## src/rtl/i2s_slave_rx_if.sv

```systemverilog
// i2s_slave_rx_if: I2S pins plus the frame handshake between receiver and consumer
interface i2s_slave_rx_if #(
  parameter int WIDTH = 16
);
  logic bclk_in;
  logic lrclk_in;
  logic sdata_in;
  logic ready_in;
  logic [WIDTH-1:0] left_out;
  logic [WIDTH-1:0] right_out;
  logic valid_out;
  logic overrun_out;
  logic locked_out;
  modport master (
    output bclk_in, lrclk_in, sdata_in, ready_in,
    input left_out, right_out, valid_out, overrun_out, locked_out
  );
  modport slave (
    input bclk_in, lrclk_in, sdata_in, ready_in,
    output left_out, right_out, valid_out, overrun_out, locked_out
  );
endinterface

```

## src/rtl/i2s_slave_rx.sv

```systemverilog
// i2s_slave_rx: oversampling I2S slave receiver delivering stereo frames with valid/ready
module i2s_slave_rx #(
  parameter int WIDTH = 16,
  parameter int SYNC_STAGES = 2,
  parameter int TIMEOUT = 64
) (
  input logic clk_in,
  input logic ar,
  i2s_slave_rx_if.slave bus
);
  localparam int CW = $clog2(WIDTH + 1);
  localparam int TW = $clog2(TIMEOUT + 1);
  localparam logic [CW-1:0] W_C = CW'(WIDTH);
  localparam logic [TW-1:0] T_LAST = TW'(TIMEOUT - 1);
  localparam logic [TW-1:0] T_END = TW'(TIMEOUT);
  typedef enum logic [1:0] {UNLOCKED, LEFT, RIGHT} state_t;
  state_t state_q, state_d;
  logic [SYNC_STAGES-1:0] bclk_s, lr_s, dat_s;
  logic bclk_prev, rise, stb, lr_smp, dat_smp, lr_last, have_lr;
  logic boundary, tout, frame_done, latch_left;
  logic [CW-1:0] cnt;
  logic [TW-1:0] tcnt;
  logic [WIDTH-1:0] word, aligned, hold;
  assign rise = bclk_s[SYNC_STAGES-1] & ~bclk_prev;
  assign boundary = stb & have_lr & (lr_smp != lr_last);
  assign tout = ~rise & (tcnt == T_LAST);
  assign aligned = word << (W_C - cnt);
  // input synchronizers; bit 0 of each chain faces the asynchronous pin
  always_ff @(posedge clk_in)
    if (ar) begin
      bclk_s <= '0;
      lr_s <= '0;
      dat_s <= '0;
    end else begin
      bclk_s <= {bclk_s[SYNC_STAGES-2:0], bus.bclk_in};
      lr_s <= {lr_s[SYNC_STAGES-2:0], bus.lrclk_in};
      dat_s <= {dat_s[SYNC_STAGES-2:0], bus.sdata_in};
    end
  // sample lr/data on each bclk rise; they are evaluated one cycle later via stb
  always_ff @(posedge clk_in)
    if (ar) begin
      bclk_prev <= 1'b0;
      stb <= 1'b0;
      lr_smp <= 1'b0;
      dat_smp <= 1'b0;
    end else begin
      bclk_prev <= bclk_s[SYNC_STAGES-1];
      stb <= rise;
      lr_smp <= rise ? lr_s[SYNC_STAGES-1] : lr_smp;
      dat_smp <= rise ? dat_s[SYNC_STAGES-1] : dat_smp;
    end
  // remember the lr of the previous strobe; the first strobe only seeds it
  always_ff @(posedge clk_in)
    if (ar) begin
      lr_last <= 1'b0;
      have_lr <= 1'b0;
    end else if (stb) begin
      lr_last <= lr_smp;
      have_lr <= 1'b1;
    end
  // cycles since last bclk rise, saturating once the lock is dropped
  always_ff @(posedge clk_in)
    if (ar) tcnt <= T_END;
    else tcnt <= rise ? '0 : (tcnt == T_END) ? tcnt : tcnt + 1'b1;
  // deserializer: restart per channel, the boundary bit is the I2S delay slot
  always_ff @(posedge clk_in)
    if (ar || tout || boundary) begin
      cnt <= '0;
      word <= '0;
    end else if (stb && cnt < W_C) begin
      word <= {word[WIDTH-2:0], dat_smp};
      cnt <= cnt + 1'b1;
    end
  // left word waits here until its right partner completes the frame
  always_ff @(posedge clk_in)
    if (ar || tout) hold <= '0;
    else if (latch_left) hold <= aligned;
  // frame alignment state register
  always_ff @(posedge clk_in)
    state_q <= ar ? UNLOCKED : state_d;
  // next state: only a boundary into left can lock; right boundary closes a frame
  always_comb begin
    latch_left = boundary & ~tout & (state_q == LEFT);
    frame_done = boundary & ~tout & (state_q == RIGHT);
    state_d = tout ? UNLOCKED :
              ~boundary ? state_q :
              (state_q == LEFT) ? RIGHT :
              (state_q == RIGHT || !lr_smp) ? LEFT : UNLOCKED;
  end
  // output frame register with handshake; a new frame beats a same-cycle accept
  always_ff @(posedge clk_in)
    if (ar) begin
      bus.left_out <= '0;
      bus.right_out <= '0;
      bus.valid_out <= 1'b0;
      bus.overrun_out <= 1'b0;
      bus.locked_out <= 1'b0;
    end else begin
      bus.overrun_out <= frame_done & bus.valid_out & ~bus.ready_in;
      if (frame_done) begin
        bus.left_out <= hold;
        bus.right_out <= aligned;
        bus.valid_out <= 1'b1;
      end else if (bus.ready_in) bus.valid_out <= 1'b0;
      bus.locked_out <= frame_done ? 1'b1 : tout ? 1'b0 : bus.locked_out;
    end
endmodule

```

## src/flat_wrapper.sv

```systemverilog
// flat-port wrapper written by rule: the top's interface ports become plain ports
module i2s_slave_rx_flat 
#(
  parameter int WIDTH = 16,
  parameter int SYNC_STAGES = 2,
  parameter int TIMEOUT = 64
)
  (clk_in, ar, bus_bclk_in, bus_lrclk_in, bus_sdata_in, bus_ready_in, bus_left_out, bus_right_out, bus_valid_out, bus_overrun_out, bus_locked_out);
  i2s_slave_rx_if #(.WIDTH(WIDTH)) bus_i ();
  input logic clk_in;
  input logic ar;
  input wire logic [$bits(bus_i.bclk_in)-1:0] bus_bclk_in;
  input wire logic [$bits(bus_i.lrclk_in)-1:0] bus_lrclk_in;
  input wire logic [$bits(bus_i.sdata_in)-1:0] bus_sdata_in;
  input wire logic [$bits(bus_i.ready_in)-1:0] bus_ready_in;
  output wire logic [$bits(bus_i.left_out)-1:0] bus_left_out;
  output wire logic [$bits(bus_i.right_out)-1:0] bus_right_out;
  output wire logic [$bits(bus_i.valid_out)-1:0] bus_valid_out;
  output wire logic [$bits(bus_i.overrun_out)-1:0] bus_overrun_out;
  output wire logic [$bits(bus_i.locked_out)-1:0] bus_locked_out;
  assign bus_i.bclk_in = bus_bclk_in;
  assign bus_i.lrclk_in = bus_lrclk_in;
  assign bus_i.sdata_in = bus_sdata_in;
  assign bus_i.ready_in = bus_ready_in;
  assign bus_left_out = bus_i.left_out;
  assign bus_right_out = bus_i.right_out;
  assign bus_valid_out = bus_i.valid_out;
  assign bus_overrun_out = bus_i.overrun_out;
  assign bus_locked_out = bus_i.locked_out;
  i2s_slave_rx #(.WIDTH(WIDTH), .SYNC_STAGES(SYNC_STAGES), .TIMEOUT(TIMEOUT)) u_core (.clk_in(clk_in), .ar(ar), .bus(bus_i));
endmodule
```

## config.mk

```make
export PLATFORM = sky130hd
export DESIGN_NAME = i2s_slave_rx_flat
export DESIGN_NICKNAME = d
export VERILOG_FILES = /design/src/rtl/i2s_slave_rx_if.sv /design/src/rtl/i2s_slave_rx.sv /design/src/flat_wrapper.sv
export SDC_FILE = /design/constraint.sdc
export NUM_CORES = 1
export LEC_CHECK = 0
export CAP_MARGIN = 20
export CORE_ASPECT_RATIO = 1.25
export CORE_MARGIN = 2
export CORE_UTILIZATION = 55
export CTS_BUF_LIST = sky130_fd_sc_hd__clkbuf_8
export DETAILED_ROUTE_END_ITERATION = 8
export HOLD_SLACK_MARGIN = 0.03
export PLACE_DENSITY = 0.77
export SYNTH_ARGS = -nofsm -noshare
export SYNTH_HDL_FRONTEND = slang
export SYNTH_SLANG_ARGS = --single-unit
```

## constraint.sdc

```tcl
create_clock -name clk_in -period 3.6 [get_ports clk_in]
set_input_delay 0.9 -clock clk_in [delete_from_list [all_inputs] [get_ports clk_in]]
set_output_delay 0.9 -clock clk_in [all_outputs]
set_load 0.05 [all_outputs]
```

==> metrics.txt, run 1 <==
status finished clean; Multi-input gate area 2160 um^2; clk_skew 12.59 ps; diode count 0; Worst Path Arrival 3100 ps; CTS tree done; critical path buffer and inverter count 2; GRT overflow 0; crit-path max FO 16; Crit Path Category reg -> reg; final wirelength 9376 um; hold_buf cts 0; number of synthesized register bits just over 90; Synth Area in Adders between 1 and 1.5%; number of setup buffers added after CTS 0; CP required roughly 3800 ps; fraction of layout cells with a size suffix above 1 9.641%; Slew @ Worst Pin between 1000 and 1500 ps; syn avg cell area ~8.5 um^2; clock root buffer clkbuf_8; CP Launch Type register; Hold Path Depth 1; area fraction in compound gates after synthesis between 10% and 20%; Die Width ~80 um; max cap viols 0; P per Cell Area 407.7 nW/um^2; Site Rows 35; # DRC 0; Max VDD drop 0.3245 mV; maximum clock rate between 300 and 400 MHz; top_reg_cell synth dfxtp_1; largest family of logic cells by synthesized area simple AND/OR/NAND/NOR gates; global-route wire length before repair between 15000 and 20000 um; Setup WS pre-CTS 790.4 ps; Post-synth EDFFs 0; Final Setup Violations 0; Min-Delay Endpoint u_core.bclk_s[1]; crit-path cells clkinv_1 -> ha_1 -> inv_1 -> nor3_1 -> ha_1 -> o21bai_1 -> o22ai_1 -> a21oi_1 -> a21oi_1; design area 4916 um^2; RR Startpoint u_core.cnt[0]; Via density 5.762; die height 101.9 um; Syn Inst Count 496; largest net degree at the start of global routing 35; Post-Syn Nets 507; Syn. warnings 0; Final #Nets about 540; overall routing resource usage 23.85%; multiplexer share of the synthesized area 9.905%; cts repair resizes 0; slew margin rel. 31.83%; detailed placer's ending HPWL roughly 6700 um; Reg2Reg Depth 9; drt wl/cell 15.10 um; Final Hold Violating Endpoints 0; TritonRoute pass-1 iters 5; clock-pin slew on the worst setup and hold paths roughly 100 ps; dpl cell area 4672 um^2; vias in the first global route 3375; RSZ-0062 raised after global routing no; Crit path max-delay family compound AO/OA/AOI/OAI gates; core outline area 7401 um^2; initial antenna violation count 0; TritonCTS Buffers 9; leakage 1.633 nW; Yosys cell types 50; clk_lat worst skew 360 ps; Seq. cell area between 1500 and 2000 um^2; slowest cell delay on critical path 490 ps; I/O Buffers 40; Die ar. roughly 8400 um^2; final period utilization 79.71%; Mapped Area 4219 um^2; Core Util, Final about two thirds; Hold Path Class reg -> reg; clock buffer depth 2; H-tree Lvls 3; Fin Setup TNS 0 ps; post-synthesis xor/xnor area fraction 2.284%; Worst setup EP type register; Iter 0 DRT Violations 260; Synth Area in Simple Gates 20.94%; hold path startpoint u_core.bclk_s[0]; Starting Density 57.01%; minimum clock period around 2900 ps; GPL Wtd Cong roughly 1.0; Top-Level Pins 41; reg-to-reg endpoint u_core.bus.right_out[9]; Synth-to-Final Area Change 16.52%; Slew Viols, Final 0; fill count 637; slowest CP cell o21bai_1; Sink Count 93; r2r setup slk 730 ps; vias 3578; PnR worst setup slack between 700 and 800 ps; Async SR Flop Fraction 0%; remaining antenna violation count 0; Seq/Total Area, Yosys between 40% and 50%
[per-layer routing]
layer / GRT usage, % / up-vias / share of wire, %
met3: 4.770 / 24 / 4.8
met5: 0 / - / 0
li1: - / 1781 / -
met1: 28.92 / 1677 / 43
met2: 40.57 / 96 / 49
met4: 10.26 / 0 / 2.7
[cell families after synthesis]
kind of cell / count (synthesis)
buf+inv: 48
mux: 31
simple gates: 191
xor+xnor: 11
fa+ha+maj: 5
compound gates: 117
flops: 93
[report_power, final]
group	switching (mW)	internal, mW	total, mW
logic	0.0661	0.0461	0.112
registers	0.00911	1.04	1.05
clock network	0.379	0.465	0.844
[sequential cells by signal, indices dropped and copies added (netlist names), 2 cells and up]
name                  flops
u_core.bclk_s             2
u_core.bus.left_out      16
u_core.state_q            2
u_core.cnt                5
u_core.bus.right_out     16
u_core.dat_s              2
u_core.hold              16
u_core.tcnt               7
u_core.word              16
u_core.lr_s               2
[worst max path at each step]
stage | end | from | cells after the start
3_3_place_gp | u_core.hold[6] | u_core.cnt[0] | 8
5_1_grt | u_core.hold[10] | u_core.cnt[0] | 9
3_5_place_dp | u_core.hold[6] | u_core.cnt[0] | 8
4_1_cts | u_core.hold[6] | u_core.cnt[0] | 8
6_report | u_core.bus.right_out[9] | u_core.cnt[0] | 9
2_1_floorplan | u_core.hold[14] | u_core.cnt[0] | 9
[placed cells by master (no fill, tap or decap), types with 11 or more instances in the layout]
cell,instances
nand2_1,105
mux2i_1,17
o21ai_0,19
dfxtp_1,93
clkdlybuf4s50_1,40
a21oi_1,67
nor2_1,28
inv_1,13
buf_4,11
[metrics by stage]
step | cells | hold slack (ps) | power (mW)
floorplan | 496 | 413.8 | 1.159
global placement | 605 | 418.1 | 1.177
detailed placement | 605 | 421.2 | 1.184
CTS | 621 | 430.9 | 2.015
global route | 621 | 464.7 | 2.070
finish | 621 | 427.8 | 2.004
[cells in the mapped netlist, drive strengths merged, types with 2 or more instances]
cell	number	area share, %
nand2	105	9.3
and3	3	0.44
and2	3	0.44
clkbuf	17	1.5
inv	13	1.2
nand2b	5	0.74
nor3b	3	0.53
a21o	2	0.36
a211oi	3	0.53
or2	2	0.30
or4	5	0.98
xor2	3	0.62
a41oi	4	0.83
nand3	10	1.3
buf	17	2.3
dfxtp	93	44
nor4	5	1.2
o32ai	3	0.62
a2111oi	2	0.42
o311ai	2	0.42
mux2i	17	4.0
mux2	6	1.6
nor2b	9	1.3
ha	5	1.5
xnor2	8	1.7
o31a	2	0.42
o22ai	3	0.44
nor3	6	0.71
nor2	28	2.5
a31oi	2	0.30
a21oi	67	7.9
a22o	2	0.42
o21ai	19	2.3
mux4	8	4.3
or3	6	0.89
[area by class of cell]
class,count,share of cell area [%]
Multi-Input combinational cell,355,43.93
Clock inverter,7,2.443
Tap cell,92,2.342
Sequential cell,93,37.87
Clock buffer,9,2.520
Inverter,14,1.069
Timing Repair Buffer,51,9.824
[worst reg2reg max path: stages (launching register included)]
cell	delay, ps
dfxtp_1	340
clkinv_1	250
ha_1	410
inv_1	120
nor3_1	50
ha_1	410
o21bai_1	490
o22ai_1	170
a21oi_1	360
a21oi_1	130
Note: power is estimated with default switching activity, not from simulation.
==> run 2, diff against run 1 <==
- CORE_UTILIZATION: 55 -> 53
- PLACE_DENSITY: 0.77 -> 0.78
- clock period: 3.6 -> 2.49 ns (I/O delays scaled with it)
==> metrics.txt, run 2 (synthesized netlist as in run 1, its figures left out) <==
Max VDD drop 0.3264 mV; leakage about 1.7 nW; largest net degree at the start of global routing 43; r2r setup slk 190 ps; Worst Path Arrival between 2000 and 3000 ps; fraction of layout cells with a size suffix above 1 12.75%; Die ar. around 8700 um^2; routing usage on met2 38.51%; maximum clock rate 434.1 MHz; hold path startpoint u_core.bclk_s[0]; I/O Buffers 40; status finished clean; slew margin rel. 56.99%; Top-Level Pins 41; Crit Path Category reg -> reg; RSZ-0062 raised after global routing no; Die Width 83.80 um; Core Util, Final 65.20%; Clk pwr share 38.5%; met3 Track Usage GR 4.701%; vias around 3600; # DRC 0; GR Util met1 28.24%; Seq pwr share between 50% and 60%; CP required between 2000 and 3000 ps; Site Rows 36; H-tree Lvls 3; busiest grt layer met2; CP Launch Type register; TritonCTS Buffers 9; Slew Viols, Final 0; design area approximately 5000 um^2; die height 103.8 um; Min-Delay Endpoint u_core.bclk_s[1]; most frequent cells in the layout nand2_1 (105), dfxtp_1 (92), a21oi_1 (67); RR Startpoint u_core.cnt[1]; Iter 0 DRT Violations 318; overall routing resource usage 22.82%; Via density 5.687; detailed placer's ending HPWL 7123 um; Worst setup EP type register; commonest non-fill, non-tap cell in the layout nand2_1; final wirelength 9704 um; clock buffer depth 2; clock-pin slew on the worst setup and hold paths roughly 80 ps; remaining antenna violation count 0; TritonRoute pass-1 iters 5; Hold Path Class reg -> reg; clock root buffer clkbuf_8; Slew @ Worst Pin approximately 640 ps; vias in the first global route 3364; Inst Count DP between 600 and 700; Final Non-Filler Cells 636; minimum clock period 2303 ps; Final Setup Violations 0; Hold Path Depth 1; diode count 0; Fin Setup TNS 0 ps; Sink Count 93; final period utilization 92.51%; GRT overflow 0; Switching Fraction 22.37%; global-route wire length before repair 16220 um; Starting Density a little over half; drt wl/cell roughly 15 um; Final Hold Violating Endpoints 0; Final #Nets 548; dpl cell area a little under 5000 um^2; initial antenna violation count 0; clk_lat worst skew around 360 ps; Synth-to-Final Area Change 19.72%; reg-to-reg endpoint u_core.bus.right_out[10]; CTS tree done; Comb pwr share under 10%; Critical path origin u_core.cnt[1]; GPL Wtd Cong 0.8983; max cap viols 0; crit-path max FO 10; core outline area 7747 um^2; Pint approximately 2.1 mW; clk_skew 6.909 ps; fill count 646; P per Cell Area approximately 540 nW/um^2; Reg2Reg Depth 9; Sw Pwr approximately 0.6 mW
==> run 2: cell types whose count changed in the layout (fill, tap and decap cells not counted), moves of 2 or more <==
cell,change
o32ai_1,-2
inv_6,-2
o32ai_2,+2
buf_4,+12
inv_1,+2
==> run 2: worst max path at each step <==
stage,to,slack (ps),cells after the start
final,u_core.bus.right_out[10],190,9
after global routing,u_core.hold[6],40,9
after CTS,u_core.bus.right_out[10],50,9
after detailed placement,u_core.bus.right_out[10],70,9
after global placement,u_core.hold[6],140,9
after floorplan,u_core.hold[14],0.3,10
==> run 2: metal layers <==
layer	wire length, um	up-vias
li1	-	1802
met1	4267	1696
met2	4827	103
met3	396	16
met4	213	0
met5	0	-
==> run 2: layout make-up <==
cell class	count	area [um^2]	share of cell area [%]
clock inverter	6	81.33	1.610
tap	95	118.9	2.353
clock buffer	9	123.9	2.452
sequential	93	1863	36.88
timing repair buffer	64	593.1	11.74
inverter	14	65.06	1.288
multi-input combinational	355	2206	43.67
==> run 2: per-stage QoR <==
step	setup slack (ps)	power [mW]	hold slack, ps
6_report	186.5	2.744	441.2
3_3_place_gp	136.1	1.716	421.6
5_1_grt	35.08	2.846	464.9
4_1_cts	49.98	2.761	444.9
3_5_place_dp	70.88	1.720	426.4
2_1_floorplan	0.2764	1.684	413.8
==> run 2: power groups by stage <==
stage | Clock (mW) | Combinational [mW] | Sequential (mW)
6_report | 1.06 | 0.174 | 1.51
5_1_grt | 1.14 | 0.190 | 1.52
4_1_cts | 1.07 | 0.172 | 1.51
3_5_place_dp | 0 | 0.170 | 1.55
3_3_place_gp | 0 | 0.167 | 1.55
2_1_floorplan | 0 | 0.137 | 1.55
==> run 2: worst max-delay path: stages, from the launching register on <==
cell and delay, ps:
dfxtp_1 320, inv_1 90, ha_2 250, inv_1 70, nor3_1 150, ha_1 330
o21bai_2 300, a2111oi_0 460, a21oi_1 120, a21oi_1 160
==> run 2: repair_timing <==
item | in CTS | in global routing
endpoints found under the setup margin | 0 | 17
hold buffers | 0 | 0
hold endpoints to repair | 0 | 0
setup buffers | 0 | 0
resized for setup | 0 | 6
